===== src/rtl/laser_pkg.sv =====
// Shared types and constants for the laser tower: coord slicing, screen size,
// scan/draw state encodings and a small abs helper.
package laser_pkg;
  localparam int COORD_W  = 15;
  localparam int COLOUR_W = 9;
  localparam int X_MSB    = 14;
  localparam int X_LSB    = 7;
  localparam int Y_MSB    = 6;
  localparam int SCREEN_W = 160;
  localparam int SCREEN_H = 120;

  typedef enum logic [1:0] {S_IDLE, S_WAIT, S_SCAN, S_FIRE} scan_state_e;
  typedef enum logic [1:0] {D_IDLE, D_DRAW, D_DONE} draw_state_e;

  function automatic logic [8:0] abs9(input logic signed [8:0] v);
    return v[8] ? 9'(-v) : 9'(v);
  endfunction
endpackage


===== src/rtl/laser_tower_if.sv =====
// Draw handshake shared with the car bank: start pulse in, pixel writes and done pulse out.
interface laser_tower_if;
  import laser_pkg::*;
  logic                enable_draw;
  logic                draw_done;
  logic                vga_WriteEn;
  logic [COORD_W-1:0]  vga_coords;
  logic [COLOUR_W-1:0] vga_colour;

  modport master (input enable_draw, output draw_done, vga_WriteEn, vga_coords, vga_colour);
  modport slave  (output enable_draw, input draw_done, vga_WriteEn, vga_coords, vga_colour);
endinterface


===== src/rtl/laser_flash_draw.sv =====
// 3x3 laser-flash sprite drawer: draw FSM, row/col counter, screen clipping and
// registered VGA outputs. Only instantiated when LASER_TOWER_FLASH_EN is defined.
module laser_flash_draw
  import laser_pkg::*;
#(
  parameter logic [COLOUR_W-1:0] FLASH_COLOUR = 9'h1C0
) (
  input  logic               clk,
  input  logic               reset,
  input  logic               flash_pending,
  input  logic [COORD_W-1:0] centre,
  laser_tower_if.master      vga
);
  draw_state_e st_q, st_d;
  logic [1:0]  col_q, col_d, row_q, row_d;
  logic        en_q, rise;
  logic [8:0]  px, py;
  logic        on;

  assign rise = vga.enable_draw & ~en_q;

  always_comb begin
    st_d  = st_q;
    col_d = col_q;
    row_d = row_q;
    case (st_q)
      D_IDLE: if (rise) begin
        col_d = 2'd0;
        row_d = 2'd0;
        st_d  = flash_pending ? D_DRAW : D_DONE;
      end
      D_DRAW: if (col_q == 2'd2) begin
        col_d = 2'd0;
        if (row_q == 2'd2) st_d = D_DONE;
        else               row_d = row_q + 2'd1;
      end else begin
        col_d = col_q + 2'd1;
      end
      D_DONE:  st_d = D_IDLE;
      default: st_d = D_IDLE;
    endcase
  end

  // Outputs are registered from the next-state, so pixel k is on the bus while
  // the FSM sits on pixel k. Underflow wraps to >=256 and fails the bound check.
  assign px = {1'b0, centre[X_MSB:X_LSB]} + {7'd0, col_d} - 9'd1;
  assign py = {2'b0, centre[Y_MSB:0]} + {7'd0, row_d} - 9'd1;
  assign on = (st_d == D_DRAW) && (px < 9'(SCREEN_W)) && (py < 9'(SCREEN_H));

  always_ff @(posedge clk) begin
    if (reset) begin
      st_q            <= D_IDLE;
      col_q           <= '0;
      row_q           <= '0;
      en_q            <= 1'b0;
      vga.vga_WriteEn <= 1'b0;
      vga.vga_coords  <= '0;
      vga.vga_colour  <= '0;
      vga.draw_done   <= 1'b0;
    end else begin
      st_q            <= st_d;
      col_q           <= col_d;
      row_q           <= row_d;
      en_q            <= vga.enable_draw;
      vga.vga_WriteEn <= on;
      vga.vga_coords  <= on ? {px[7:0], py[6:0]} : '0;
      vga.vga_colour  <= on ? FLASH_COLOUR : '0;
      vga.draw_done   <= (st_d == D_DONE);
    end
  end
endmodule


===== src/rtl/laser_tower.sv =====
// Defensive tower: per-frame scan of four cars, cooldown-gated hits, sticky kill flags.
// Optional flash sprite drawing enabled by `define LASER_TOWER_FLASH_EN.
module laser_tower
  import laser_pkg::*;
#(
  parameter int                  TOWER_X         = 80,
  parameter int                  TOWER_Y         = 60,
  parameter int                  RANGE           = 24,
  parameter int                  HITS_TO_KILL    = 3,
  parameter int                  COOLDOWN_FRAMES = 15,
  parameter logic [COLOUR_W-1:0] FLASH_COLOUR    = 9'h1C0
) (
  input  logic               clk,
  input  logic               reset,
  input  logic               initiate,
  input  logic               frame_tick,
  input  logic [COORD_W-1:0] car_0_coords,
  input  logic [COORD_W-1:0] car_1_coords,
  input  logic [COORD_W-1:0] car_2_coords,
  input  logic [COORD_W-1:0] car_3_coords,
  output logic [3:0]         destroyed_cars,
  laser_tower_if.master      vga
);
  scan_state_e                   state_q, state_d;
  logic [1:0]                    idx_q, idx_d, tgt_q, tgt_d;
  logic                          found_q, found_d;
  logic [7:0]                    cool_q, cool_d;
  logic [3:0][2:0]               hits_q, hits_d;
  logic [3:0]                    dest_q, dest_d;
  logic                          init_q, init_rise, fire, elig;
  logic [3:0][COORD_W-1:0]       cars;
  logic [COORD_W-1:0]            cur;
  logic signed [8:0]             dx, dy;

  assign cars      = {car_3_coords, car_2_coords, car_1_coords, car_0_coords};
  assign init_rise = initiate & ~init_q;
  assign fire      = (state_q == S_FIRE);
  assign cur       = cars[idx_q];
  assign dx        = $signed({1'b0, cur[X_MSB:X_LSB]}) - $signed(9'(TOWER_X));
  assign dy        = $signed({2'b0, cur[Y_MSB:0]}) - $signed(9'(TOWER_Y));
  assign elig      = (cur != '0) && !dest_q[idx_q] &&
                     (abs9(dx) <= 9'(RANGE)) && (abs9(dy) <= 9'(RANGE));

  always_comb begin
    state_d = state_q;
    idx_d   = idx_q;
    found_d = found_q;
    tgt_d   = tgt_q;
    case (state_q)
      S_IDLE: if (initiate) state_d = S_WAIT;
      S_WAIT: if (frame_tick && cool_q == 8'd0) begin
        state_d = S_SCAN;
        idx_d   = 2'd0;
        found_d = 1'b0;
      end
      S_SCAN: begin
        // First eligible index sticks, so the lowest live car in range wins.
        if (elig && !found_q) begin
          found_d = 1'b1;
          tgt_d   = idx_q;
        end
        idx_d = idx_q + 2'd1;
        if (idx_q == 2'd3) state_d = (found_q || elig) ? S_FIRE : S_WAIT;
      end
      S_FIRE:  state_d = S_WAIT;
      default: state_d = S_IDLE;
    endcase
    if (!initiate) state_d = S_IDLE;
  end

  always_comb begin
    cool_d = cool_q;
    hits_d = hits_q;
    dest_d = dest_q;
    if (frame_tick && cool_q != 8'd0) cool_d = cool_q - 8'd1;
    if (fire) begin
      cool_d         = 8'(COOLDOWN_FRAMES);
      hits_d[tgt_q]  = hits_q[tgt_q] + 3'd1;
      if (hits_q[tgt_q] + 3'd1 == 3'(HITS_TO_KILL)) dest_d[tgt_q] = 1'b1;
    end
    if (init_rise) begin
      cool_d = '0;
      hits_d = '0;
      dest_d = '0;
    end
  end

  always_ff @(posedge clk) begin
    if (reset) begin
      state_q <= S_IDLE;
      idx_q   <= '0;
      tgt_q   <= '0;
      found_q <= 1'b0;
      cool_q  <= '0;
      hits_q  <= '0;
      dest_q  <= '0;
      init_q  <= 1'b0;
    end else begin
      state_q <= state_d;
      idx_q   <= idx_d;
      tgt_q   <= tgt_d;
      found_q <= found_d;
      cool_q  <= cool_d;
      hits_q  <= hits_d;
      dest_q  <= dest_d;
      init_q  <= initiate;
    end
  end

  assign destroyed_cars = dest_q;

`ifdef LASER_TOWER_FLASH_EN
  logic               flash_pending_q, flash_pending_d;
  logic [COORD_W-1:0] flash_xy_q, flash_xy_d;

  // A FIRE in the same cycle as draw completion keeps the new flash pending.
  always_comb begin
    flash_pending_d = flash_pending_q;
    flash_xy_d      = flash_xy_q;
    if (vga.draw_done) flash_pending_d = 1'b0;
    if (fire) begin
      flash_pending_d = 1'b1;
      flash_xy_d      = cars[tgt_q];
    end
    if (init_rise) flash_pending_d = 1'b0;
  end

  always_ff @(posedge clk) begin
    if (reset) begin
      flash_pending_q <= 1'b0;
      flash_xy_q      <= '0;
    end else begin
      flash_pending_q <= flash_pending_d;
      flash_xy_q      <= flash_xy_d;
    end
  end

  laser_flash_draw #(.FLASH_COLOUR(FLASH_COLOUR)) u_flash (
    .clk           (clk),
    .reset         (reset),
    .flash_pending (flash_pending_q),
    .centre        (flash_xy_q),
    .vga           (vga)
  );
`else
  logic en_q, done_q;

  // No sprite: acknowledge every draw request on the next cycle.
  always_ff @(posedge clk) begin
    if (reset) begin
      en_q   <= 1'b0;
      done_q <= 1'b0;
    end else begin
      en_q   <= vga.enable_draw;
      done_q <= vga.enable_draw & ~en_q;
    end
  end

  assign vga.draw_done   = done_q;
  assign vga.vga_WriteEn = 1'b0;
  assign vga.vga_coords  = '0;
  assign vga.vga_colour  = '0;
`endif
endmodule


===== src/flat_wrapper.sv =====
// flat-port wrapper written by rule: the top's interface ports become plain ports
module laser_tower_flat import laser_pkg::*;
#(
  parameter int                  TOWER_X         = 80,
  parameter int                  TOWER_Y         = 60,
  parameter int                  RANGE           = 24,
  parameter int                  HITS_TO_KILL    = 3,
  parameter int                  COOLDOWN_FRAMES = 15,
  parameter logic [COLOUR_W-1:0] FLASH_COLOUR    = 9'h1C0
)
  (clk, reset, initiate, frame_tick, car_0_coords, car_1_coords, car_2_coords, car_3_coords, destroyed_cars, vga_enable_draw, vga_draw_done, vga_vga_WriteEn, vga_vga_coords, vga_vga_colour);
  laser_tower_if vga_i ();
  input  logic clk;
  input  logic reset;
  input  logic initiate;
  input  logic frame_tick;
  input  logic [COORD_W-1:0] car_0_coords;
  input  logic [COORD_W-1:0] car_1_coords;
  input  logic [COORD_W-1:0] car_2_coords;
  input  logic [COORD_W-1:0] car_3_coords;
  output logic [3:0] destroyed_cars;
  input wire logic [$bits(vga_i.enable_draw)-1:0] vga_enable_draw;
  output wire logic [$bits(vga_i.draw_done)-1:0] vga_draw_done;
  output wire logic [$bits(vga_i.vga_WriteEn)-1:0] vga_vga_WriteEn;
  output wire logic [$bits(vga_i.vga_coords)-1:0] vga_vga_coords;
  output wire logic [$bits(vga_i.vga_colour)-1:0] vga_vga_colour;
  assign vga_i.enable_draw = vga_enable_draw;
  assign vga_draw_done = vga_i.draw_done;
  assign vga_vga_WriteEn = vga_i.vga_WriteEn;
  assign vga_vga_coords = vga_i.vga_coords;
  assign vga_vga_colour = vga_i.vga_colour;
  laser_tower #(.TOWER_X(TOWER_X), .TOWER_Y(TOWER_Y), .RANGE(RANGE), .HITS_TO_KILL(HITS_TO_KILL), .COOLDOWN_FRAMES(COOLDOWN_FRAMES), .FLASH_COLOUR(FLASH_COLOUR)) u_core (.clk(clk), .reset(reset), .initiate(initiate), .frame_tick(frame_tick), .car_0_coords(car_0_coords), .car_1_coords(car_1_coords), .car_2_coords(car_2_coords), .car_3_coords(car_3_coords), .destroyed_cars(destroyed_cars), .vga(vga_i));
endmodule

===== config.mk =====
export PLATFORM = sky130hd
export DESIGN_NAME = laser_tower_flat
export DESIGN_NICKNAME = d
export VERILOG_FILES = /design/src/rtl/laser_pkg.sv /design/src/rtl/laser_tower_if.sv /design/src/rtl/laser_flash_draw.sv /design/src/rtl/laser_tower.sv /design/src/flat_wrapper.sv
export SDC_FILE = /design/constraint.sdc
export NUM_CORES = 1
export LEC_CHECK = 0
export ABC_CLOCK_PERIOD_IN_PS = 3310
export CORE_MARGIN = 1.5
export CORE_UTILIZATION = 46
export CTS_BUF_LIST = sky130_fd_sc_hd__clkbuf_4
export CTS_CLUSTER_DIAMETER = 120
export CTS_CLUSTER_SIZE = 24
export DETAILED_ROUTE_END_ITERATION = 12
export PLACE_DENSITY = 0.95
export SLEW_MARGIN = 25
export SYNTH_ARGS = -nofsm -noshare
export SYNTH_HDL_FRONTEND = slang
export SYNTH_SLANG_ARGS = --single-unit

===== constraint.sdc =====
create_clock -name clk -period 3.31 [get_ports clk]
set_input_delay 0.4965 -clock clk [delete_from_list [all_inputs] [get_ports clk]]
set_output_delay 0.4965 -clock clk [all_outputs]
set_load 0.05 [all_outputs]

### Word-level counts from Yosys, hierarchy flattened

Cells that the tools add are included.

* bitwise logic cells: 6
* reduce and logical (&&, ||, !) cells: 25
* divide/modulo/power cells: 0
* multiply operators: 0
* add/subtract/negate cells: 7
* order comparisons: 5
* shift operators: 0
* equal/unequal tests: 8
* muxes and demuxes: 24

Operators with widths (count)
* binary-select mux 15 bit (select 2 bit): 1
* <= comparator 9 x 5 -> 1 bit, second input constant: 2
* 2-to-1 mux 9 bit: 2
* negation 9 bit: 2
* 2-to-1 mux 15 bit: 1
* nonzero test 15 bit: 1
* bitwise mux 12 bit: 1
* subtractor 8 x 7 -> 9 bit, second input constant: 1
* zero test 8 bit: 1
* 2-to-1 mux 2 bit: 4
* 2-to-1 mux 4 bit: 2
* AND reduction 2 bit: 4
* nonzero test 8 bit: 1
* subtractor 7 x 6 -> 8 bit, second input constant: 1
* subtractor 8 x 1 -> 8 bit, second input constant: 1
* logical AND 1 bit: 7
* binary-select mux 3 bit (select 2 bit): 1
* demux 3 bit (select 2 bit): 1
* == test 2 bit, second input constant: 3
* less-than comparator 2 x 3 -> 1 bit, second input constant: 2
* 2-to-1 mux 3 bit: 2
* inequality test 2 x 1 -> 1 bit, second input constant: 3
* case mux 2 bit (3 select lines): 1
* OR reduction 2 bit: 3
* 19 further kinds: 27

* output and inout bits: 30
* input port bits: 65
* memories: 0
* bits in latches: 0
* flip-flop bits (word level): 34
* bits in read-only memories: 0
* RAM bits: 0

### Longest topological paths before layout

* depth after elaboration: 12
* mapped depth: 12
* gate-level depth less buffers: 10

### Worst setup path before layout

No wires, ideal clock.

* path type: flip-flop to flip-flop
* start: register u_core.idx_q[0]
* end: register u_core.state_q[1]
* data required time: 3236 ps
* setup slack: 530 ps
* data arrival time: 2706 ps
* cell stages (with the launch flop): 10
* setup time: 74 ps
* buffers on the path: 1
* cells stage by stage: dfxtp_1 -> buf_6 -> mux4_2 -> ha_1 -> xnor2_4 -> a21o_1 -> a311oi_2 -> a211oi_1 -> or4_1 -> a31oi_1

* cells in the longest elaborated chain, start to end: 12
* elaborated cells on any way between the ends: 24

RTL lines
* start, declared: line laser_tower.sv:25 `logic [1:0] idx_q, idx_d, tgt_q, tgt_d;`
* start signal, assigned: line laser_tower.sv:100 `idx_q <= idx_d;`
* binary-select mux 15 bit (select 2 bit): line laser_tower.sv:38 `assign cur = cars[idx_q];`
* 2-to-1 mux 15 bit (not written as such): line laser_tower.sv:38
* subtractor 8 x 7 -> 9 bit: line laser_tower.sv:39 `assign dx = $signed({1'b0, cur[X_MSB:X_LSB]}) - $signed(9'(TOWER_X));`
* negation 9 bit: line laser_pkg.sv:16 `return v[8] ? 9'(-v) : 9'(v);`
* 2-to-1 mux 9 bit: line laser_pkg.sv:16
* <= comparator 9 x 5 -> 1 bit: line laser_tower.sv:42 `(abs9(dx) <= 9'(RANGE)) && (abs9(dy) <= 9'(RANGE));`
* logical AND 1 bit: line laser_tower.sv:41 `assign elig = (cur != '0) && !dest_q[idx_q] &&`
* logical AND 1 bit: line laser_tower.sv:42
* logical OR 1 bit: line laser_tower.sv:63 `if (idx_q == 2'd3) state_d = (found_q || elig) ? S_FIRE : S_WAIT;`
* 2-to-1 mux 2 bit (2 in series): line laser_tower.sv:63
* case mux 2 bit (3 select lines): line laser_tower.sv:49 `case (state_q)`
* end signal, assigned: line laser_tower.sv:99 `state_q <= state_d;`
* end, declared: line laser_tower.sv:24 `scan_state_e state_q, state_d;`

Several ways; a longest one is shown, not always the timed one. The select of a mux whose other input is x is not followed.
A chain may end at the register's enable or synchronous reset.

### Final worst setup path

Ends and elaborated chain as after synthesis.

==> impl_metrics.tcl <==
set metrics [dict create \
    status "finished clean" \
    critical_path.startpoint_type "flop" \
    endpoint_kind "flop" \
    clockRootBuffer "clkbuf_4" \
    worstMarginPinSlew_ns 0.814 \
    final_non_filler_cells 413 \
    final-hold-violation-count 0 \
    yosys_top_cell_by_area "dfxtp_1" \
    cellPowerDensity_mw_per_mm2 349 \
    setup_viol_count_final 0 \
    design_area_mm2 0.00318 \
    synth_area_per_cell_um2 8.99 \
    critPathRequiredTime_ns 3.58 \
    std_cell_rows 26 \
    min_path_cells 1 \
    tritoncts "built" \
    holdWs_ns 0.393 \
    worstReg2RegStart "u_core.idx_q[0]" \
    cts_buffer_depth 2 \
    synth_edf_count 0 \
    dp_hpwl_um 4920 \
    final.period_utilization_pct 89.5 \
    placed_cells 406 \
    yosys.cell_types.count 49 \
    synthArstFlopShare_pct 0 \
    dr.pass1.iters 4 \
    yosysWarningCount 0 \
    drc 0 \
    grt_overflow_total 0 \
    vdd.ir_drop.worst_mv 0.315 \
    via_count 2206 \
    timing.final.crit_period_ns 2.96 \
    htree_levels 2 \
    core_mm2 0.00514 \
    num_io_pins 95 \
    port_buffers 69 \
    finalWirelength_um 6170 \
    synth_area_mm2 0.00245 \
    first_global_vias 2278 \
    fillerInstances 448 \
    min-delay-start "u_core.en_q" \
    layout_commonest_cell "clkdlybuf4s50_1" \
    grt_pass1_wl_um 10400 \
    hold_buffers 0 \
    groute.usage.overall_pct 22.3 \
    grt_start_max_net_pins 25 \
    n_antenna_cell 0 \
    dieArea_mm2 0.00578 \
    static-leakage-power_uw 0.00121 \
    gp_congestion 0.847 \
    cap_viol_max_count 0 \
    postRouteAntennaNets 0 \
    r2r_slack_ns 0.35 \
    worst_clock_skew_ns 0.00759 \
    tritoncts_num_sinks 34 \
    final-seq-area_um2 682 \
    synthTopCellsByArea "dfxtp_1 28%, mux4_2 13%, buf_4 7.6%" \
    drt-vias-per-instance 5.34 \
    die_y_um 76.0 \
    clkTransAtPathRegs_ns 0.10 \
    min_path_type "reg -> reg" \
    timing.fmax_ghz 0.338 \
    total_power_uw 1110 \
    slew_headroom_pct 45.6 \
    die_width_um 76.0 \
    setup.worst_path.class "reg -> reg" \
    finalSetupTns_ns 0 \
    dr.first_iter.drc_count 69 \
    cp_data_arrival_time_ns 3.23 \
    post_drt_wl_per_cell_um 14.9 \
    clk_latency_worst_skew_pair_ns 0.34 \
    yosysTopAreaCellShare_pct 27.7 \
    synth-main-ff-cell "dfxtp_1" \
    floorplan.initialDensity_pct 47.7 \
    crit-reg2reg-capture "u_core.state_q[1]" \
    cts_inserted_buffers 5 \
    multi_input_comb_area_mm2 0.00155 \
    antenna_found_initial 0 \
    area_growth_from_synthesis_to_layout_pct 29.5 \
    critPathMaxFanout 12 \
    layout.cells.most_common_list "69 x clkdlybuf4s50_1, 37 x nor2_1, 33 x dfxtp_1" \
    nets_final 421 \
    seq_area_frac_synth_pct 27.7 \
    yosys_reg_bits 34 \
    rsz0062_at_grt "false" \
    syn_inst 273 \
    final_slew_violations 0 \
    reg2reg_depth 11 \
    timing.hold.worst_endpoint "u_core.vga.draw_done" \
    detailed_place.area_mm2 0.00313 \
    drive_gt1_share_pct 9.04 \
]
area by class of cell:
| type | count | area share, % |
|---|---|---|
| Inverter | 20 | 2.36 |
| Multi-Input combinational cell | 208 | 48.6 |
| Clock buffer | 5 | 1.18 |
| Clock inverter | 2 | 0.315 |
| Sequential cell | 34 | 21.5 |
| Tap cell | 70 | 2.76 |
| Timing Repair Buffer | 74 | 23.3 |
what timing repair did:
action / 4_1_cts / 5_1_grt
resized for setup: 0 / 1
setup buffers: 0 / 0
setup endpoints to repair: 0 / 4
worst max-delay path by stage:
stage / end / slack [ns] / depth (start not counted) / from
floorplan: u_core.state_q[1] / 0.53 / 9 / u_core.idx_q[0]
global placement: u_core.state_q[1] / 0.14 / 9 / car_3_coords[2]
detailed placement: u_core.state_q[1] / 0.04 / 9 / car_3_coords[2]
CTS: u_core.state_q[1] / 0.18 / 11 / u_core.idx_q[0]
global route: u_core.state_q[1] / 0.12 / 11 / u_core.idx_q[0]
finish: u_core.state_q[1] / 0.35 / 11 / u_core.idx_q[0]
kinds of logic (layout without fill, tap and decap cells):
group,count (synthesis),after routing,share of synthesized area (%)
simple gates,85,85,17.2
flops,34,34,27.7
other cells,1,25,0.153
xor+xnor,13,13,5.41
fa+ha+maj,13,13,6.63
mux,20,20,15.3
buf+inv,55,101,13.0
compound gates,52,52,14.6
cells in the mapped netlist, types with 2 or more instances:
cell	count
o211ai_1	3
a31oi_1	2
buf_2	2
nor4_1	5
nand3_1	2
or4_1	4
and3_1	2
mux4_2	14
nor2b_1	5
buf_1	2
mux2i_1	6
a21o_1	4
buf_4	25
o21ai_0	4
dfxtp_1	34
a21oi_1	13
nor3b_1	2
nor2_1	37
a211oi_1	13
buf_6	2
xor2_1	2
inv_1	19
ha_1	13
nand2_1	8
nor4b_1	2
nor3_1	9
xnor2_1	10
nand4_1	2
clkbuf_1	4
nand2b_1	4
report_power, final:
| part | total, uW | switching (uW) | internal (uW) |
|---|---|---|---|
| Sequential | 456 | 20.8 | 435 |
| Combinational | 442 | 238 | 205 |
| Clock | 212 | 136 | 76.2 |
worst max-delay path, stage by stage, from the launching register on:
cell and delay [ns]:
dfxtp_2 0.48, buf_12 0.18, mux4_2 0.54, inv_1 0.12, ha_1 0.22, inv_1 0.10, a21oi_1 0.22, nor3b_1 0.08
a21oi_1 0.15, o21ai_0 0.11, or4_1 0.52, a31oi_1 0.19
metal layers:
layer / up-vias / GRT usage (%) / share of wire [%]
met2: 74 / 41.9 / 51
met4: 0 / 6.67 / 1.4
met1: 1044 / 24.9 / 41
li1: 1075 / - / -
met5: - / 0 / 0
met3: 13 / 5.39 / 6.4
flip-flops by register name, indices dropped and copies added (netlist names):
name                   flops
u_core.cool_q              8
u_core.destroyed_cars      4
u_core.en_q                1
u_core.found_q             1
u_core.hits_q             12
u_core.idx_q               2
u_core.init_q              1
u_core.state_q             2
u_core.tgt_q               2
u_core.vga.draw_done       1
per-stage QoR:
stage | setup WS, ns | utilization (%)
floorplan | 0.530 | -
global placement | 0.145 | 60.9
detailed placement | 0.0366 | 60.9
CTS | 0.185 | 61.8
global route | 0.120 | 61.8
finish | 0.349 | 61.8
(Power assumes the default switching activity.)
